$ cat src/rtl/lane_hit_judge.sv
// Per-lane hit judge: grades key presses against a falling block, tracks combo and score.
// Optional build macro LANE_HIT_JUDGE_COMBO_BONUS_EN: perfect hits at combo >= 10 score 3.
module lane_hit_judge #(
  parameter int HIT_CENTER = 600,
  parameter int PERFECT_W  = 8,
  parameter int GOOD_W     = 24
) (
  input  logic       clk,
  input  logic       rst_n,
  input  logic       restart,
  input  logic       stop_or_endgame,
  input  logic [9:0] block_h,
  input  logic       key,
  output logic       hit,
  output logic       miss,
  output logic [1:0] grade,
  output logic [6:0] combo,
  output logic [13:0] score
);

  typedef enum logic [1:0] {IDLE = 2'd0, ACTIVE = 2'd1, DONE = 2'd2} state_t;

  localparam logic [9:0]         NO_BLOCK  = 10'd720;
  localparam logic signed [10:0] CENTER_S  = 11'(HIT_CENTER);
  localparam logic signed [10:0] PERFECT_S = 11'(PERFECT_W);
  localparam logic signed [10:0] GOOD_S    = 11'(GOOD_W);
  localparam logic [1:0] G_NONE = 2'b00, G_GOOD = 2'b01, G_PERFECT = 2'b10, G_MISS = 2'b11;

  function automatic logic [13:0] sat_score(input logic [13:0] s, input logic [1:0] inc);
    logic [14:0] sum;
    sum = {1'b0, s} + {13'd0, inc};
    return (sum > 15'd9999) ? 14'd9999 : sum[13:0];
  endfunction

  function automatic logic [6:0] sat_combo(input logic [6:0] c);
    return (c >= 7'd99) ? 7'd99 : c + 7'd1;
  endfunction

  state_t            state, state_nxt;
  logic [9:0]        prev_h;
  logic              prev_key;
  logic              key_rise, respawn;
  logic signed [10:0] diff, mag;
  logic              in_perfect, in_good, late;
  logic              ev_hit, ev_miss, ev_perf;
  logic [1:0]        pts;

  assign key_rise = key & ~prev_key;
  assign respawn  = block_h < prev_h;

  // 11-bit signed distance from the judge line; cannot wrap for any 10-bit block_h
  assign diff       = $signed({1'b0, block_h}) - CENTER_S;
  assign mag        = (diff < 0) ? -diff : diff;
  assign in_perfect = mag <= PERFECT_S;
  assign in_good    = mag <= GOOD_S;
  assign late       = diff > GOOD_S;

  always_ff @(posedge clk or negedge rst_n) begin
    if (!rst_n)               state <= IDLE;
    else if (restart)         state <= IDLE;
    else if (!stop_or_endgame) state <= state_nxt;
  end

  always_comb begin
    state_nxt = state;
    case (state)
      IDLE:   if (block_h < NO_BLOCK) state_nxt = ACTIVE;
      ACTIVE: begin
        if (respawn)                   state_nxt = ACTIVE;
        else if (block_h == NO_BLOCK)  state_nxt = IDLE;
        else if (key_rise && in_good)  state_nxt = DONE;
        else if (late)                 state_nxt = DONE;
      end
      DONE: begin
        if (respawn)                   state_nxt = ACTIVE;
        else if (block_h == NO_BLOCK)  state_nxt = IDLE;
      end
      default:                         state_nxt = IDLE;
    endcase
  end

  // Judgment events; respawn outranks a same-cycle key press
  always_comb begin
    ev_hit  = 1'b0;
    ev_miss = 1'b0;
    ev_perf = 1'b0;
    if (state == ACTIVE) begin
      if (respawn || block_h == NO_BLOCK) begin
        ev_miss = 1'b1;
      end else if (key_rise && in_good) begin
        ev_hit  = 1'b1;
        ev_perf = in_perfect;
      end else if (late) begin
        ev_miss = 1'b1;
      end
    end
    pts = ev_perf ? 2'd2 : 2'd1;
`ifdef LANE_HIT_JUDGE_COMBO_BONUS_EN
    if (ev_perf && combo >= 7'd10) pts = 2'd3;
`endif
  end

  // Registered outputs; stop freezes everything except that pulses drop
  always_ff @(posedge clk or negedge rst_n) begin
    if (!rst_n) begin
      prev_h   <= NO_BLOCK;
      prev_key <= 1'b0;
      hit      <= 1'b0;
      miss     <= 1'b0;
      grade    <= G_NONE;
      combo    <= 7'd0;
      score    <= 14'd0;
    end else if (restart) begin
      prev_h   <= NO_BLOCK;
      prev_key <= 1'b0;
      hit      <= 1'b0;
      miss     <= 1'b0;
      grade    <= G_NONE;
      combo    <= 7'd0;
      score    <= 14'd0;
    end else if (stop_or_endgame) begin
      hit  <= 1'b0;
      miss <= 1'b0;
    end else begin
      prev_h   <= block_h;
      prev_key <= key;
      hit      <= ev_hit;
      miss     <= ev_miss;
      if (ev_hit) begin
        grade <= ev_perf ? G_PERFECT : G_GOOD;
        combo <= sat_combo(combo);
        score <= sat_score(score, pts);
      end else if (ev_miss) begin
        grade <= G_MISS;
        combo <= 7'd0;
      end
    end
  end

endmodule

$ cat config.mk
export PLATFORM = sky130hd
export DESIGN_NAME = lane_hit_judge
export DESIGN_NICKNAME = d
export VERILOG_FILES = /design/src/rtl/lane_hit_judge.sv
export SDC_FILE = /design/constraint.sdc
export NUM_CORES = 1
export LEC_CHECK = 0
export BUFFER_PORTS_ARGS = -buffer_cell sky130_fd_sc_hd__buf_2
export CAP_MARGIN = 30
export CORE_ASPECT_RATIO = 0.9
export CORE_MARGIN = 5
export CORE_UTILIZATION = 48
export DETAILED_ROUTE_END_ITERATION = 10
export GPL_ROUTABILITY_DRIVEN = 1
export HOLD_SLACK_MARGIN = 0.06
export PLACE_DENSITY = 0.69
export SETUP_SLACK_MARGIN = 0.5
export SLEW_MARGIN = 20
export SYNTH_ARGS = -nofsm -noshare
export SYNTH_HDL_FRONTEND = slang
export SYNTH_SLANG_ARGS = --single-unit
$ cat constraint.sdc
create_clock -name clk -period 5.8 [get_ports clk]
set_clock_uncertainty 0.1 [all_clocks]
set_input_delay 0.87 -clock clk [delete_from_list [all_inputs] [get_ports clk]]
set_output_delay 0.87 -clock clk [all_outputs]
set_load 0.03 [all_outputs]
## Yosys cells after proc, flatten, opt, wreduce, memory -nomap -nowiden

Cells that the tools add are included.

- Input port bits: 15
- Output and inout port bits: 25
- Register bits after elaboration: 38
- Word-level logic and storage cells: 80

- Bitwise operators: 2
- Add/subtract/negate cells: 4
- Equal/unequal tests: 7
- Muxes and demuxes: 43
- Order comparisons: 8
- Reduce and logical (&&, ||, !) cells: 8

Operators with widths:

| cell | count |
|---|---|
| 2-to-1 mux 14 bit | 4 |
| 2-to-1 mux 7 bit | 5 |
| 2-to-1 mux 2 bit | 14 |
| 2-to-1 mux 10 bit | 2 |
| 2-to-1 mux 1 bit | 16 |
| adder 14 x 2 -> 15 bit | 1 |
| > comparator 15 x 14 -> 1 bit, second input constant | 1 |
| > comparator 11 x 6 -> 1 bit, second input constant | 1 |
| <= comparator 11 x 5 -> 1 bit, second input constant | 1 |
| <= comparator 11 x 6 -> 1 bit, second input constant | 1 |
| less-than comparator 11 x 1 -> 1 bit, second input constant | 1 |
| 2-to-1 mux 11 bit | 1 |
| negator 11 bit | 1 |
| subtractor 10 x 10 -> 11 bit, second input constant | 1 |
| equality test 10 bit, second input constant | 1 |
| less-than comparator 10 bit | 1 |
| less-than comparator 10 bit, second input constant | 1 |
| adder 7 x 1 -> 7 bit, second input constant | 1 |
| >= comparator 7 bit, second input constant | 1 |
| != test 6 bit, second input constant | 1 |
| one-hot mux 2 bit (3 select lines) | 1 |
| != test 4 bit, second input constant | 1 |
| AND reduction 2 bit | 2 |
| AND reduction 4 bit | 1 |
| other kinds (11) | 11 |

## Longest topological paths before layout

Gate-level depths: netlist of run 1.

- Depth after elaboration: 15
- Depth in mapped cells: 20
- Gate-level depth less buffers: 20

## Worst setup path before layout of run 1

Ideal clock, no wire load.

- Kind: input-to-reg
- Start point: in block_h[3]
- End point: reg score[6]
- Slack: 717 ps
- Buffers on the path: 0
- Data arrival time: 4916 ps
- Data required time: 5633 ps
- Stages on the path: 18
- Setup time: 67 ps
- Cells stage by stage: ha_1 > nor4b_2 > a21oi_1 > or4b_4 > a21oi_4 > o2111ai_1 > or3b_2 > inv_1 > fa_1 > nand3_1 > nor3_1 > nand4_1 > mux2i_1 > nand2_1 > o2111a_1 > nor4_4 > o21ai_0 > nand2_1

- Longest elaborated chain between the ends: 15
- Elaborated cells between the ends (all ways): 25
- Those cells by class: add/sub: 3; order compare: 5; eq/ne: 1; mux: 12; reduce/logical: 4

Ends and longest elaborated chain:

| item | RTL line | RTL |
|---|---|---|
| start, declared | 12 | `input logic [9:0] block_h,` |
| subtractor 10 x 10 -> 11 bit | 52 | `assign diff = $signed({1'b0, block_h}) - CENTER_S;` |
| negator 11 bit or less-than comparator 11 x 1 -> 1 bit (tied branches) | 53 | `assign mag = (diff < 0) ? -diff : diff;` |
| 2-to-1 mux 11 bit | 53 |  |
| <= comparator 11 x 6 -> 1 bit | 55 | `assign in_good = mag <= GOOD_S;` |
| logical AND 1 bit | 90 | `end else if (key_rise && in_good) begin` |
| 2-to-1 mux 1 bit | 90 |  |
| 2-to-1 mux 1 bit | 88 | `if (respawn \|\| block_h == NO_BLOCK) begin` |
| 2-to-1 mux 1 bit | 87 | `if (state == ACTIVE) begin` |
| 2-to-1 mux 2 bit | 97 | `pts = ev_perf ? 2'd2 : 2'd1;` |
| adder 14 x 2 -> 15 bit | 31 | `sum = {1'b0, s} + {13'd0, inc};` |
| > comparator 15 x 14 -> 1 bit | 32 | `return (sum > 15'd9999) ? 14'd9999 : sum[13:0];` |
| 2-to-1 mux 14 bit | 32 |  |
| 2-to-1 mux 14 bit | 129 | `if (ev_hit) begin` |
| 2-to-1 mux 14 bit | 121 | `end else if (stop_or_endgame) begin` |
| 2-to-1 mux 14 bit | 113 | `end else if (restart) begin` |
| end signal, assigned | 132 | `score <= sat_score(score, pts);` |
| end, declared | 18 | `output logic [13:0] score` |

Several ways; a longest one is shown, not always the timed one. The select of a mux whose other input is x is not followed.
A chain may end at the register's enable or synchronous reset.

## Worst setup path after layout of run 1

- Start point: in block_h[3]
- End point: reg score[4]

The elaborated chain is that of the path after synthesis.

==> results.sh, run 1 <==
export IMPL_peakVddDrop_v=0.000121
export IMPL_finalCoreUtilization_pct=55.9
export IMPL_ys_warn_count=0
export IMPL_drt_total_wl_microns=7170
export IMPL_num_rows=27
export IMPL_ios=40
export IMPL_end_kind="flop"
export IMPL_status="complete, no violations"
export IMPL_dp_slack_ns=0.0238
export IMPL_synthMuxAreaShare_pct=4.90
export IMPL_synthArstFlopShare_pct=100
export IMPL_layout_min_cycle_time_ns=5.11
export IMPL_route_vias_total=2743
export IMPL_grt_pass1_wl_microns=12300
export IMPL_clock_sinks=38
export IMPL_cap_violations=0
export IMPL_drive_above_1_share_pct=21.9
export IMPL_ant_nets=0
export IMPL_required_ns=5.92
export IMPL_n_antenna_cell=0
export IMPL_die_w_microns=92.1
export IMPL_gp_congestion=0.950
export IMPL_fin_ws_ns=0.690
export IMPL_r2r_start="prev_h[6]"
export IMPL_cts_tree="yes"
export IMPL_synthAdderAreaFrac_pct=7.56
export IMPL_grt_ovfl_total=0
export IMPL_htreeDepth=2
export IMPL_wire_per_inst_microns=15.6
export IMPL_path_class="in -> reg"
export IMPL_viasPerCell=5.96
export IMPL_period_share_pct=88.1
export IMPL_finalSetupTns_ns=0
export IMPL_grt_setup_unrepaired="false"
export IMPL_relSlewSlack_pct=50.7
export IMPL_drc=0
export IMPL_syn_cell_area_sq_um=2910
export IMPL_yosys_area_share_simple_pct=26.2
export IMPL_worst_setup_path_start_kind="input pin"
export IMPL_drt_iter0_drc=148
export IMPL_synth_fp_nets=382
export IMPL_crit_arrival_ns=5.23
export IMPL_synth_compound_area_share_pct=21.8
export IMPL_cts_buffers=5
export IMPL_cts_root_buf="clkbuf_8"
export IMPL_ys_flop_type="dfrtp_1"
export IMPL_powerDensity_nw_per_um2=173
export IMPL_grt_use_total_pct=18.9
export IMPL_crit_start="block_h[3]"
export IMPL_worst_pin_slew_ns=0.739
export IMPL_nets=419
export IMPL_first_global_vias=2484
export IMPL_setup_viol=0
export IMPL_layout_commonest_cell="nand2_1"
export IMPL_cts_buffer_depth=2
export IMPL_slew_violations=0
export IMPL_avgSynthCellArea_sq_um=8.32
export IMPL_die_h_microns=83.9
export IMPL_mostFrequentLayoutCells="nand2_1, buf_2, nor2_1, dfrtp_1, o21ai_0"
export IMPL_nFillCells=557
export IMPL_hold_viol_final=0
export IMPL_multi_input_area_sq_um=1870
export IMPL_ys_top_cells_by_area="dfrtp_1, ha_1, nand2_1"
export IMPL_core_area_sq_um=6010
export IMPL_leakagePower_nw=1.59
export IMPL_cp_max_fo=13
export IMPL_synth_top_family_by_area="simple AND/OR/NAND/NOR gates"
export IMPL_dp_hpwl_microns=5200
export IMPL_hp_class="in -> async"
export IMPL_die_area_sq_um=7730
export IMPL_fmax_mhz=196
export IMPL_synth_edf_count=0
export IMPL_ys_seq_area_share_pct=32.8
export IMPL_synthXorXnorAreaFrac_pct=1.20
export IMPL_dr_pass1_iters=4
export IMPL_synth_top_area_cell="dfrtp_1"
export IMPL_synth_top_area_share_pct=29.2
export IMPL_start_util_pct=48.4
export IMPL_port_buffers=39
export IMPL_synth_seq_cells=38
export IMPL_grt_max_degree=39
export IMPL_area_delta_synth_final_pct=15.5
export IMPL_synth_distinct_cells=65
export IMPL_cts_clk_slew_worst_paths_ns=0.08
export IMPL_seqCellArea_sq_um=956
export IMPL_insertion_delay_ns=0.28
export IMPL_grt_antenna_before_repair=0
export IMPL_synth_cells=350
## per-layer routing
layer | routed length (microns) | up-vias | global-route usage (%)
met5 | 0 | - | 0
li1 | - | 1364 | -
met1 | 3570 | 1298 | 28.3
met2 | 3200 | 73 | 27.8
met4 | 53 | 0 | 4.18
met3 | 346 | 8 | 4.06
## metrics by stage
| step | power, mW | hold WS (ns) | instances | area [sq um] |
|---|---|---|---|---|
| after floorplan | 0.360 | 0.381 | 350 | 2910 |
| after global placement | 0.393 | 0.404 | 447 | 3140 |
| after detailed placement | 0.393 | 0.395 | 447 | 3140 |
| after CTS | 0.585 | 0.414 | 457 | 3260 |
| after global routing | 0.619 | 0.298 | 460 | 3360 |
| final | 0.583 | 0.303 | 460 | 3360 |
## final timing paths
| path | cells after the start | slack [ns] | endpoint |
|---|---|---|---|
| worst max-delay path | 19 | 0.69 | score[4] |
| worst min-delay path | 1 | 0.30 | state[0] |
| worst max register to register | 19 | 1.13 | score[4] |
| worst min register to register | 1 | 0.41 | grade[1] |
| max in group asynchronous | 2 | 4.81 | prev_h[4] |
| min in group clk | 1 | 0.41 | grade[1] |
## cell usage after synthesis, types with 6 or more instances
cell type and n:
o311ai_0 7, a21oi_1 16, nand3_1 22, and3_1 6
nor2_1 34, dfrtp_1 34, nand2_1 38, o21ai_0 26
inv_1 17, mux2i_1 12, clkbuf_1 10, nor3_1 14
ha_1 16
## final cells by class
type / instances / share of cell area (%)
Inverter: 18 / 2.01
Clock inverter: 1 / 0.149
Tap cell: 72 / 2.68
Timing Repair Buffer: 49 / 8.56
Clock buffer: 7 / 2.57
Multi-Input combinational cell: 275 / 55.6
Sequential cell: 38 / 28.4
## cells by family (layout without fill, tap and decap cells)
family,Yosys count,in the layout
AND/OR/NAND/NOR,149,149
AO/OA/AOI/OAI,91,91
flip-flops,38,38
buffers and inverters,37,75
adder cells (fa/ha/maj),17,17
multiplexers,14,14
XOR/XNOR,4,4
## what timing repair did
item,CTS,global route
pin swaps,1,2
buffers inserted,2,2
hold buffers,0,0
endpoints found under the setup margin,6,13
gates resized for setup,4,16
## worst max-delay path, stage by stage
cell and delay [ns]:
clkbuf_4 0.21, inv_1 0.09, ha_2 0.38, nand3_2 0.14, or4b_4 0.53, a21oi_4 0.21
o2111ai_1 0.17, or3b_4 0.46, ha_1 0.22, fa_1 0.43, and3_1 0.21, and3_1 0.19
a31oi_1 0.16, o31ai_1 0.10, o2111a_2 0.22, nor4_4 0.25, buf_4 0.20, nand3_1 0.08
nand3_1 0.10
## power breakdown
part,internal (mW),switching (mW),leakage (nW),total [mW]
Combinational,0.0454,0.0721,1.03,0.118
Clock,0.0960,0.0917,0.0482,0.188
Sequential,0.273,0.00489,0.510,0.278
Total,0.414,0.169,1.59,0.583
## registers in the layout (all words and copies together), names as in the netlist
signal    count
combo         7
grade         2
hit           1
miss          1
prev_h       10
prev_key      1
score        14
state         2
Note: power is estimated with default switching activity, not from simulation.
==> run 2, diff against run 1 <==
--- a/config.mk
+++ b/config.mk
@@ -13,7 +13,7 @@
 export DETAILED_ROUTE_END_ITERATION = 10
 export GPL_ROUTABILITY_DRIVEN = 1
 export HOLD_SLACK_MARGIN = 0.06
-export PLACE_DENSITY = 0.69
+export PLACE_DENSITY_LB_ADDON = 0.08
 export SETUP_SLACK_MARGIN = 0.5
 export SLEW_MARGIN = 20
 export SYNTH_ARGS = -nofsm -noshare
==> results.sh, run 2 (same netlist as run 1, synthesis figures left out) <==
export IMPL_status="complete, no violations"
export IMPL_mostFrequentLayoutCells="nand2_1, buf_2, nor2_1, dfrtp_1, o21ai_0"
export IMPL_hold_viol_final=0
export IMPL_drt_total_wl_microns=7370
export IMPL_htreeDepth=2
export IMPL_reg_largest_list="score: 14 flops, prev_h: 10 flops, combo: 7 flops"
export IMPL_total_power_uw=624
export IMPL_grt_pass1_wl_microns=12500
export IMPL_internal_power_uw=443
export IMPL_path_class="in -> reg"
export IMPL_slew_violations=0
export IMPL_fin_area_sq_um=3360
export IMPL_grt_ovfl_total=0
export IMPL_r2r_setup_slack_ns=1.14
export IMPL_worst_pin_slew_ns=0.855
export IMPL_hold_start="grade[1]"
export IMPL_cts_clk_slew_worst_paths_ns=0.09
export IMPL_wire_per_inst_microns=16.1
export IMPL_final_cell_count_no_fill=457
export IMPL_setup_viol=0
export IMPL_area_delta_synth_final_pct=15.5
export IMPL_core_area_sq_um=6010
export IMPL_largest_reg_flops=14
export IMPL_dpl_cell_count=446
export IMPL_cts_tree="yes"
export IMPL_grt_use_total_pct=19.4
export IMPL_layout_commonest_cell="nand2_1"
export IMPL_cts_buffers=5
export IMPL_die_h_microns=83.9
export IMPL_grt_max_degree=39
export IMPL_die_w_microns=92.1
export IMPL_crit_chain="clkbuf_4 -> ha_4 -> nor4b_4 -> a21oi_1 -> or4b_4 -> a21oi_4 -> o2111ai_1 -> or3b_2 -> inv_1 -> fa_2 -> nand3_2 -> nor3_2 -> nand4_1 -> mux2i_1 -> nand2_1 -> o2111a_2 -> nor4_4 -> buf_6 -> nand3_1 -> nand3_1"
export IMPL_gp_congestion=0.900
export IMPL_dpl_cell_area_sq_um=3130
export IMPL_hold_buffers=0
export IMPL_pwr_share_comb_pct=18.5
export IMPL_dp_hpwl_microns=5180
export IMPL_insertion_delay_ns=0.29
export IMPL_clock_sinks=38
export IMPL_ios=40
export IMPL_dr_pass1_iters=4
export IMPL_finalCoreUtilization_pct=55.9
export IMPL_cts_root_buf="clkbuf_8"
export IMPL_switchingPower_uw=181
export IMPL_grt_setup_unrepaired="false"
export IMPL_pwr_share_clk_pct=37.1
export IMPL_cap_violations=0
export IMPL_drive_above_1_share_pct=22.3
export IMPL_cp_slowest_stage_delay_ns=0.55
export IMPL_top_register="score"
export IMPL_worst_setup_path_start_kind="input pin"
export IMPL_hp_class="reg -> reg"
export IMPL_crit_start="block_h[3]"
export IMPL_end_kind="flop"
export IMPL_n_antenna_cell=0
export IMPL_crit_slowest_cell="or4b_4"
export IMPL_path_buf_inv=3
export IMPL_layout_min_cycle_time_ns=5.06
export IMPL_viasPerCell=5.98
export IMPL_fmax_mhz=197
export IMPL_ant_nets=0
export IMPL_leakagePower_nw=1.55
export IMPL_cp_top_family="simple AND/OR/NAND/NOR gates"
export IMPL_drc=0
export IMPL_r2r_start="prev_h[6]"
export IMPL_route_vias_total=2731
export IMPL_peakVddDrop_v=0.000130
export IMPL_first_global_vias=2550
export IMPL_finalSetupTns_ns=0
export IMPL_cp_max_fo=13
export IMPL_drt_iter0_drc=129
export IMPL_cts_buffer_depth=2
export IMPL_port_buffers=39
export IMPL_num_rows=27
export IMPL_period_share_pct=87.3
export IMPL_crit_arrival_ns=5.19
export IMPL_relSlewSlack_pct=43.0
export IMPL_p_seq_share_pct=44.5
export IMPL_switching_share_pct=29.0
export IMPL_powerDensity_nw_per_um2=186
export IMPL_path_common_cell="nand3_1"
export IMPL_grt_antenna_before_repair=0
export IMPL_nets=416
export IMPL_start_util_pct=48.4
export IMPL_die_area_sq_um=7730
export IMPL_required_ns=5.93
==> run 2: power by group through the flow <==
stage | clock network (mW) | logic, mW | registers (mW)
2_1_floorplan | 0 | 0.0745 | 0.285
3_3_place_gp | 0 | 0.111 | 0.283
3_5_place_dp | 0 | 0.110 | 0.283
4_1_cts | 0.236 | 0.111 | 0.278
5_1_grt | 0.249 | 0.129 | 0.279
6_report | 0.231 | 0.115 | 0.278
==> run 2: layer usage <==
metal	vias up	track usage, %	share of wire, %
met5	-	0	0
met1	1313	28.3	49
met3	6	3.70	4.0
li1	1354	-	-
met4	0	4.05	0.61
met2	58	29.8	46
==> run 2: final cells by class <==
type	instances	area, sq um
flip-flops and latches	38	956
clock inverters	3	45.0
clock buffers	5	68.8
fillers	566	2650
repair buffers	46	256
multi-input cells	275	1880
well taps	72	90.1
inverters	18	67.6
==> run 2: through the flow <==
stage	hold WS [ns]	setup WS (ns)
4_1_cts	0.416	0.509
5_1_grt	0.451	0.463
6_report	0.417	0.736
3_3_place_gp	0.377	0.149
3_5_place_dp	0.391	0.00144
2_1_floorplan	0.381	0.717
==> run 2: final timing paths <==
path | end | cells past startpoint
setup / recovery | score[5] | 20
hold / removal | grade[1] | 1
setup reg to reg | score[5] | 20
hold reg to reg | grade[1] | 1
max in group asynchronous | score[4] | 1
min in group asynchronous | combo[4] | 1
==> run 2: worst register-to-register path, cell delays in order (launching register included) <==
cell,delay [ns]
dfstp_2,0.53
inv_1,0.04
ha_1,0.30
o2111ai_1,0.11
o31a_1,0.32
a21oi_1,0.21
and2_1,0.22
o2111ai_1,0.13
or3b_2,0.54
inv_1,0.13
fa_2,0.25
nand3_2,0.09
nor3_2,0.28
nand4_1,0.23
mux2i_1,0.26
nand2_1,0.09
o2111a_2,0.20
nor4_4,0.24
buf_6,0.17
nand3_1,0.09
nand3_1,0.10
==> run 2: what timing repair did <==
| action | CTS | global route |
|---|---|---|
| gates resized for setup | 3 | 17 |
| buffers inserted | 1 | 2 |
| hold endpoints to repair | 0 | 0 |
| pin swaps | 1 | 2 |
| endpoints found under the setup margin | 6 | 13 |
| cloned | 0 | 0 |
